[src/rtl/time_pkg.sv]
// Shared types and constants for the MM:SS time editor.
package time_pkg;

    typedef enum logic [1:0] {
        IDLE   = 2'd0,
        EDIT   = 2'd1,
        COMMIT = 2'd2
    } state_t;

    // Digit k holds num1[4k+3:4k]: min tens, min units, sec tens, sec units.
    localparam logic [3:0][3:0] DIGIT_MAX = {4'd5, 4'd9, 4'd5, 4'd9};
    localparam logic [3:0] CURSOR_RST = 4'b0001;

    function automatic logic [15:0] clamp_time(input logic [15:0] t);
        logic [15:0] r;
        r = '0;
        for (int k = 0; k < 4; k++) begin
            r[4*k +: 4] = (t[4*k +: 4] > DIGIT_MAX[k]) ? 4'd0 : t[4*k +: 4];
        end
        return r;
    endfunction

    // Wrap one cursor-selected digit up or down; no carry or borrow.
    function automatic logic [15:0] bump(
        input logic [15:0] num,
        input logic [3:0]  cur,
        input logic        up
    );
        logic [15:0] r;
        logic [3:0]  d;
        r = num;
        for (int k = 0; k < 4; k++) begin
            d = num[4*k +: 4];
            if (cur[k]) begin
                if (up) begin
                    r[4*k +: 4] = (d >= DIGIT_MAX[k]) ? 4'd0 : d + 4'd1;
                end else begin
                    r[4*k +: 4] = (d == 4'd0) ? DIGIT_MAX[k] : d - 4'd1;
                end
            end
        end
        return r;
    endfunction

endpackage

[src/rtl/time_editor_if.sv]
// Buttons, mode switch and edited-time outputs of the time editor.
interface time_editor_if;
    logic        enable;
    logic [15:0] current_time;
    logic        btn_up;
    logic        btn_down;
    logic        btn_left;
    logic        btn_right;
    logic        btn_confirm;
    logic [15:0] num1;
    logic [3:0]  which_seg_on1;
    logic        finish1;

    modport master (
        output enable, current_time,
        output btn_up, btn_down, btn_left, btn_right, btn_confirm,
        input  num1, which_seg_on1, finish1
    );

    modport slave (
        input  enable, current_time,
        input  btn_up, btn_down, btn_left, btn_right, btn_confirm,
        output num1, which_seg_on1, finish1
    );
endinterface

[src/rtl/btn_debounce.sv]
// Pushbutton conditioner: 2-flop sync, stable-count debounce, rise pulse.
module btn_debounce #(
    parameter int unsigned      CNT_W           = 20,
    parameter logic [CNT_W-1:0] DEBOUNCE_CYCLES = 20'd500000
) (
    input  logic clk,
    input  logic reset,
    input  logic raw,
    output logic level,
    output logic rise
);

    localparam logic [CNT_W-1:0] LAST = DEBOUNCE_CYCLES - 1'b1;

    logic             s1;
    logic             s2;
    logic             prev;
    logic [CNT_W-1:0] cnt;

    always_ff @(posedge clk or negedge reset) begin
        if (!reset) begin
            s1    <= 1'b0;
            s2    <= 1'b0;
            prev  <= 1'b0;
            level <= 1'b0;
            cnt   <= '0;
        end else begin
            s1   <= raw;
            s2   <= s1;
            prev <= level;
            if (s2 == level) begin
                cnt <= '0;
            end else if (cnt == LAST) begin
                level <= s2;
                cnt   <= '0;
            end else begin
                cnt <= cnt + 1'b1;
            end
        end
    end

    assign rise = level & ~prev;

endmodule

[src/rtl/time_editor.sv]
// Set-time editor: debounced buttons drive a per-digit BCD edit
// of MM:SS with a blinking cursor and a one-cycle commit pulse.
module time_editor
    import time_pkg::*;
#(
    parameter int unsigned      CNT_W           = 20,
    parameter logic [CNT_W-1:0] DEBOUNCE_CYCLES = 20'd500000
) (
    input logic          clk,
    input logic          reset,
    time_editor_if.slave tif
);

    // Bit order sets event priority: confirm, up, down, left, right.
    logic [4:0] raw;
    logic [4:0] rise;
    logic [4:0] unused_level;

    assign raw = {tif.btn_confirm, tif.btn_up, tif.btn_down,
                  tif.btn_left, tif.btn_right};

    for (genvar i = 0; i < 5; i++) begin : g_btn
        btn_debounce #(
            .CNT_W          (CNT_W),
            .DEBOUNCE_CYCLES(DEBOUNCE_CYCLES)
        ) u_db (
            .clk  (clk),
            .reset(reset),
            .raw  (raw[i]),
            .level(unused_level[i]),
            .rise (rise[i])
        );
    end

    state_t      state;
    state_t      state_n;
    logic [15:0] num_q;
    logic [15:0] num_n;
    logic [3:0]  seg_q;
    logic [3:0]  seg_n;
    logic        fin_q;
    logic        fin_n;

    always_ff @(posedge clk or negedge reset) begin
        if (!reset) begin
            state <= IDLE;
            num_q <= '0;
            seg_q <= '0;
            fin_q <= 1'b0;
        end else begin
            state <= state_n;
            num_q <= num_n;
            seg_q <= seg_n;
            fin_q <= fin_n;
        end
    end

    always_comb begin
        state_n = state;
        num_n   = num_q;
        seg_n   = seg_q;
        fin_n   = 1'b0;
        unique case (state)
            IDLE: begin
                seg_n = '0;
                if (tif.enable) begin
                    state_n = EDIT;
                    num_n   = clamp_time(tif.current_time);
                    seg_n   = CURSOR_RST;
                end
            end
            EDIT: begin
                if (!tif.enable) begin
                    state_n = IDLE;
                    seg_n   = '0;
                end else begin
                    priority case (1'b1)
                        rise[4]: begin
                            state_n = COMMIT;
                            fin_n   = 1'b1;
                        end
                        rise[3]: num_n = bump(num_q, seg_q, 1'b1);
                        rise[2]: num_n = bump(num_q, seg_q, 1'b0);
                        rise[1]: seg_n = {seg_q[2:0], seg_q[3]};
                        rise[0]: seg_n = {seg_q[0], seg_q[3:1]};
                        default: ;
                    endcase
                end
            end
            COMMIT: begin
                state_n = tif.enable ? EDIT : IDLE;
                if (!tif.enable) seg_n = '0;
            end
            default: begin
                state_n = IDLE;
                seg_n   = '0;
            end
        endcase
    end

    assign tif.num1          = num_q;
    assign tif.which_seg_on1 = seg_q;
    assign tif.finish1       = fin_q;

endmodule

[src/flat_wrapper.sv]
// flat-port wrapper written by rule: the top's interface ports become plain ports
module time_editor_flat import time_pkg::*;
#(
    parameter int unsigned      CNT_W           = 20,
    parameter logic [CNT_W-1:0] DEBOUNCE_CYCLES = 20'd500000
)
  (clk, reset, tif_enable, tif_current_time, tif_btn_up, tif_btn_down, tif_btn_left, tif_btn_right, tif_btn_confirm, tif_num1, tif_which_seg_on1, tif_finish1);
  time_editor_if tif_i ();
  input logic clk;
  input logic reset;
  input wire logic [$bits(tif_i.enable)-1:0] tif_enable;
  input wire logic [$bits(tif_i.current_time)-1:0] tif_current_time;
  input wire logic [$bits(tif_i.btn_up)-1:0] tif_btn_up;
  input wire logic [$bits(tif_i.btn_down)-1:0] tif_btn_down;
  input wire logic [$bits(tif_i.btn_left)-1:0] tif_btn_left;
  input wire logic [$bits(tif_i.btn_right)-1:0] tif_btn_right;
  input wire logic [$bits(tif_i.btn_confirm)-1:0] tif_btn_confirm;
  output wire logic [$bits(tif_i.num1)-1:0] tif_num1;
  output wire logic [$bits(tif_i.which_seg_on1)-1:0] tif_which_seg_on1;
  output wire logic [$bits(tif_i.finish1)-1:0] tif_finish1;
  assign tif_i.enable = tif_enable;
  assign tif_i.current_time = tif_current_time;
  assign tif_i.btn_up = tif_btn_up;
  assign tif_i.btn_down = tif_btn_down;
  assign tif_i.btn_left = tif_btn_left;
  assign tif_i.btn_right = tif_btn_right;
  assign tif_i.btn_confirm = tif_btn_confirm;
  assign tif_num1 = tif_i.num1;
  assign tif_which_seg_on1 = tif_i.which_seg_on1;
  assign tif_finish1 = tif_i.finish1;
  time_editor #(.CNT_W(CNT_W), .DEBOUNCE_CYCLES(DEBOUNCE_CYCLES)) u_core (.clk(clk), .reset(reset), .tif(tif_i));
endmodule
[config.mk]
export PLATFORM = sky130hd
export DESIGN_NAME = time_editor_flat
export DESIGN_NICKNAME = d
export VERILOG_FILES = /design/src/rtl/time_pkg.sv /design/src/rtl/time_editor_if.sv /design/src/rtl/btn_debounce.sv /design/src/rtl/time_editor.sv /design/src/flat_wrapper.sv
export SDC_FILE = /design/constraint.sdc
export NUM_CORES = 1
export LEC_CHECK = 0
export ABC_AREA = 1
export CAP_MARGIN = 20
export CORE_MARGIN = 3
export CORE_UTILIZATION = 50
export CTS_CLUSTER_DIAMETER = 150
export DETAILED_ROUTE_END_ITERATION = 10
export PLACE_DENSITY = 0.68
export SLEW_MARGIN = 40
export SYNTH_ARGS = -nofsm -noshare
export SYNTH_HDL_FRONTEND = slang
export SYNTH_SLANG_ARGS = --single-unit
export TNS_END_PERCENT = 5
[constraint.sdc]
create_clock -name clk -period 1.5 [get_ports clk]
set_input_delay 0.45 -clock clk [delete_from_list [all_inputs] [get_ports clk]]
set_output_delay 0.45 -clock clk [all_outputs]
set_load 0.01 [all_outputs]
==> results of run 1 <==
logic make-up (layout without fill, tap and decap cells):
logic type	count (synthesis)	count (layout)
AND/OR/NAND/NOR	815	815
XOR/XNOR	45	45
adder cells (fa/ha/maj)	18	18
AO/OA/AOI/OAI	59	59
flip-flops	143	143
buffers and inverters	162	323
worst max path at each step:
| stage | slack (ns) | cells after the start | to |
|---|---|---|---|
| floorplan | 0.09 | 7 | u_core.tif.num1[6]$_DFFE_PN0P_ |
| global placement | -0.23 | 8 | u_core.tif.num1[15]$_DFFE_PN0P_ |
| detailed placement | -0.26 | 8 | u_core.tif.num1[2]$_DFFE_PN0P_ |
| CTS | -0.05 | 11 | u_core.tif.num1[15]$_DFFE_PN0P_ |
| global route | -0.06 | 10 | u_core.g_btn[0].u_db.cnt[16]$_DFF_PN0_ |
| finish | -0.02 | 2 | tif_num1[4] |
sequential cells by signal, indices dropped and copies added, names as in the netlist:
signal,cells
u_core.g_btn.u_db.s1,5
u_core.state,2
u_core.g_btn.u_db.cnt,100
u_core.tif.num1,16
u_core.g_btn.u_db.prev,5
u_core.tif.finish1,1
u_core.g_btn.u_db.s2,5
u_core.g_btn.u_db.level,5
u_core.tif.which_seg_on1,4
layout make-up:
type                            instances  area (um2)  share of cell area
Tap cell                              220         275              0.0254
Clock buffer                           20         457              0.0422
Multi-Input combinational cell        937        4680               0.432
Sequential cell                       143        3590               0.331
Clock inverter                         11         133              0.0122
Timing Repair Buffer                  142        1130               0.105
Inverter                              150         574              0.0530
metal layers:
metal,vias up,part of all wire,track usage
li1,4216,-,-
met5,-,0,0
met2,188,0.46,0.350
met4,0,0.011,0.0615
met3,21,0.048,0.0383
met1,3726,0.49,0.318
power groups by stage:
| stage | combinational (mW) | clock (mW) | sequential (mW) |
|---|---|---|---|
| 6_report | 2.77 | 4.21 | 4.19 |
| 5_1_grt | 3.07 | 4.49 | 4.22 |
| 2_1_floorplan | 1.20 | 0 | 4.42 |
| 3_3_place_gp | 2.42 | 0 | 4.30 |
| 3_5_place_dp | 2.46 | 0 | 4.30 |
| 4_1_cts | 2.54 | 4.31 | 4.19 |
timing repair:
action | 4_1_cts | 5_1_grt
hold buffers | 1 | 0
resized for setup | 71 | 85
setup endpoints to repair | 22 | 83
pin swaps | 0 | 12
endpoints found under the hold margin | 25 | 0
setup buffers | 8 | 4
synth_stat cells, types with 2 or more instances:
cell type / number / area share
a21oi_1: 20 / 0.012
and2_1: 5 / 0.0036
buf_2: 9 / 0.0052
clkbuf_1: 3 / 0.0013
dfrtp_1: 143 / 0.41
ha_1: 18 / 0.026
inv_1: 144 / 0.062
inv_2: 5 / 0.0022
nand2_1: 317 / 0.14
nand2_2: 3 / 0.0022
nand3_1: 136 / 0.079
nand3b_1: 9 / 0.0078
nand4_1: 20 / 0.014
nand4_2: 4 / 0.0058
nor2_1: 270 / 0.12
nor2_2: 10 / 0.0072
nor2_4: 5 / 0.0065
nor3_1: 25 / 0.014
nor3b_1: 5 / 0.0043
o211ai_1: 7 / 0.0061
o21ai_0: 23 / 0.013
o21ai_1: 4 / 0.0023
or2_2: 2 / 0.0014
xnor2_1: 4 / 0.0040
xor2_1: 41 / 0.041
worst max-delay path, stage by stage, from the launching register on:
cell and delay [ns]:
dfrtp_1 0.39, buf_4 0.14, buf_2 0.13
layout by cell type, fill, tap and decap left out, types with 4 or more instances in the layout:
master,count
nor2_1,253
xor2_1,41
nand2_2,13
nand2_1,307
inv_2,9
ha_1,12
a21oi_1,20
inv_6,4
nor2_4,11
buf_4,91
buf_2,14
inv_1,138
buf_12,4
dfrtp_1,136
nand3_1,125
o21ai_0,18
nor2_2,21
nand4_2,4
nand3b_1,9
and2_1,5
clkdlybuf4s50_1,22
o21ai_1,7
clkbuf_2,7
nand4_1,20
nor3b_1,5
dfrtp_2,7
xnor2_1,4
nand3_2,12
nor3_1,25
o211ai_1,7
clkbuf_16,17
stage by stage:
step | cell area [um2] | hold slack (ns)
final | 10800 | 0.347
after detailed placement | 10000 | 0.336
after global routing | 10800 | 0.354
after floorplan | 8660 | 0.154
after CTS | 10600 | 0.350
after global placement | 10000 | 0.331
==> summary.md, run 1 <==
| Metric | Value |
|---|---|
| Outcome | finished, violations left |
| Failing checks | negative setup slack |
| Antenna viol nets, final | 0 |
| Post-route clock period utilization | 1.02 |
| Switching share of power | 0.299 |
| Post-synthesis mux area share | 0 |
| Chip width | 138 um |
| Routed vias | 8151 |
| Period minus WS final | 1.52 ns |
| Crit path max fanout | 2 |
| CTS max path bufs | 2 |
| Row Count | 47 |
| Share of total power in the clock network | 0.377 |
| Post-synthesis simple-gate area fraction | 0.406 |
| Vias in the first global route | 7317 |
| Worst setup path class | reg2out |
| Clock-pin slew on the worst setup and hold paths | 0.06 ns |
| GPL Wtd Cong | 0.921 |
| Synth async-reset ratio | 1.00 |
| Hold Crit Class | reg2reg |
| Reg2reg setup slack | 0.03 ns |
| Post-Syn Nets | 1284 |
| Number of flops mapped to enable cells by yosys | 0 |
| Deepest level of the CTS H-tree | 4 |
| Top FF cell, synth | dfrtp_1 |
| Max Freq | 656 MHz |
| Pin count of the biggest net entering global routing | 32 |
| Finish-stage setup viols | 1 |
| Crit. End Element | primary output |
| Logic gate share of total power | 0.248 |
| Reg2reg start | u_core.tif.num1[5]$_DFFE_PN0P_ |
| Fin util | 0.646 |
| Main combinational cell family by area after synthesis | simple AND/OR/NAND/NOR gates |
| Initial DRC Count | 662 |
| Post-synthesis adder-cell area fraction | 0.0260 |
| Worst Hold Depth | 0 |
| Routed vias/inst | 5.02 |
| Cell area after synthesis | 8660 um2 |
| Post-DP HPWL | 15100 um |
| Post-placement cell count | 1580 |
| Skew final | 0.00781 ns |
| RSZ-0062 raised after global routing | yes |
| Distinct cell type count after synthesis | 35 |
| Hold_sp | u_core.g_btn[0].u_db.s1$_DFF_PN0_ |
| DR pass1 iterations | 5 |
| Leakage | 4.92 nW |
| N_diodes | 0 |
| First-pass GRT wire length | 34100 um |
| Cells after synthesis | 1242 |
| Post-synthesis compound-gate area fraction | 0.0376 |
| Max-slew violation count | 0 |
| Arrival @ worst endpoint | 1.07 ns |
| Clock root buffer | clkbuf_16 |
| PortBufs | 44 |
| Synthesis-to-finish area growth | 25.1% |
| MaxCap Viol Count | 0 |
| P_sw | 3.34 mW |
| PwrDens | 1030 nW/um2 |
| Post-Syn Area per Cell | 6.98 um2 |
| Sequential power share | 0.375 |
| Setup crit start kind | register |
| CTS buffer count | 17 |
| Post-Layout Cell Count | 1623 |
| Sequential area share after synthesis | 0.413 |
| FF-to-FF End | u_core.tif.num1[6]$_DFFE_PN0P_ |
| Synth Area in XOR/XNOR | 0.0455 |
| Slew @ Worst Pin | 0.380 ns |
| Initial antenna violation count | 0 |
| Fin worst setup slack | -0.0245 ns |
| Fin Setup TNS | -0.0245 ns |
| Synth Warn # | 0 |
| Peak VDD IR | 0.838 mV |
| Endpoint, Worst Hold | u_core.g_btn[0].u_db.s2$_DFF_PN0_ |
| CTS tree | built |
| Reg2reg path depth | 9 |
| Fin. Hold Viols | 0 |
| Slew margin rel. | 0.746 |
| Area of the die | 18900 um2 |
| Skew-Pair Late Insertion Delay | 0.43 ns |
| Final #Nets | 1433 |
| GRT Total Usage | 0.223 |
| Post-Route WL | 20700 um |
| Die Span Y | 138 um |
| Initial Util | 0.517 |
| Crit. Startpoint | u_core.tif.num1[4]$_DFFE_PN0P_ |
| Layout cells sized above 1 | 0.172 |
| Io pins | 45 |
| Fill count | 1534 |
| Drt wl/cell | 12.8 um |
| Pre-CTS setup slack | -0.263 ns |
| CTS sink cnt | 143 |
| Total power | 11.2 mW |
| Internal Power | 7.82 mW |
| Worst endpoint required time | 1.05 ns |
| Gr ovfl total | 0 |
| DRC viols | 0 |
| Core Area | 16800 um2 |
| Register bit total from synthesis | 143 |
(Power assumes the default switching activity.)
==> run 2: changes to the inputs <==
CAP_MARGIN = 15   (was 20)
HOLD_SLACK_MARGIN = 0.02   (was unset)
==> results of run 2 <==
Same layout as run 1: the final DEF is identical, and so are final timing and power.
==> run 3: changes to the inputs <==
HOLD_SLACK_MARGIN = unset   (was 0.02)
==> results of run 3 <==
Same layout as run 1: the final DEF is identical, and so are final timing and power.
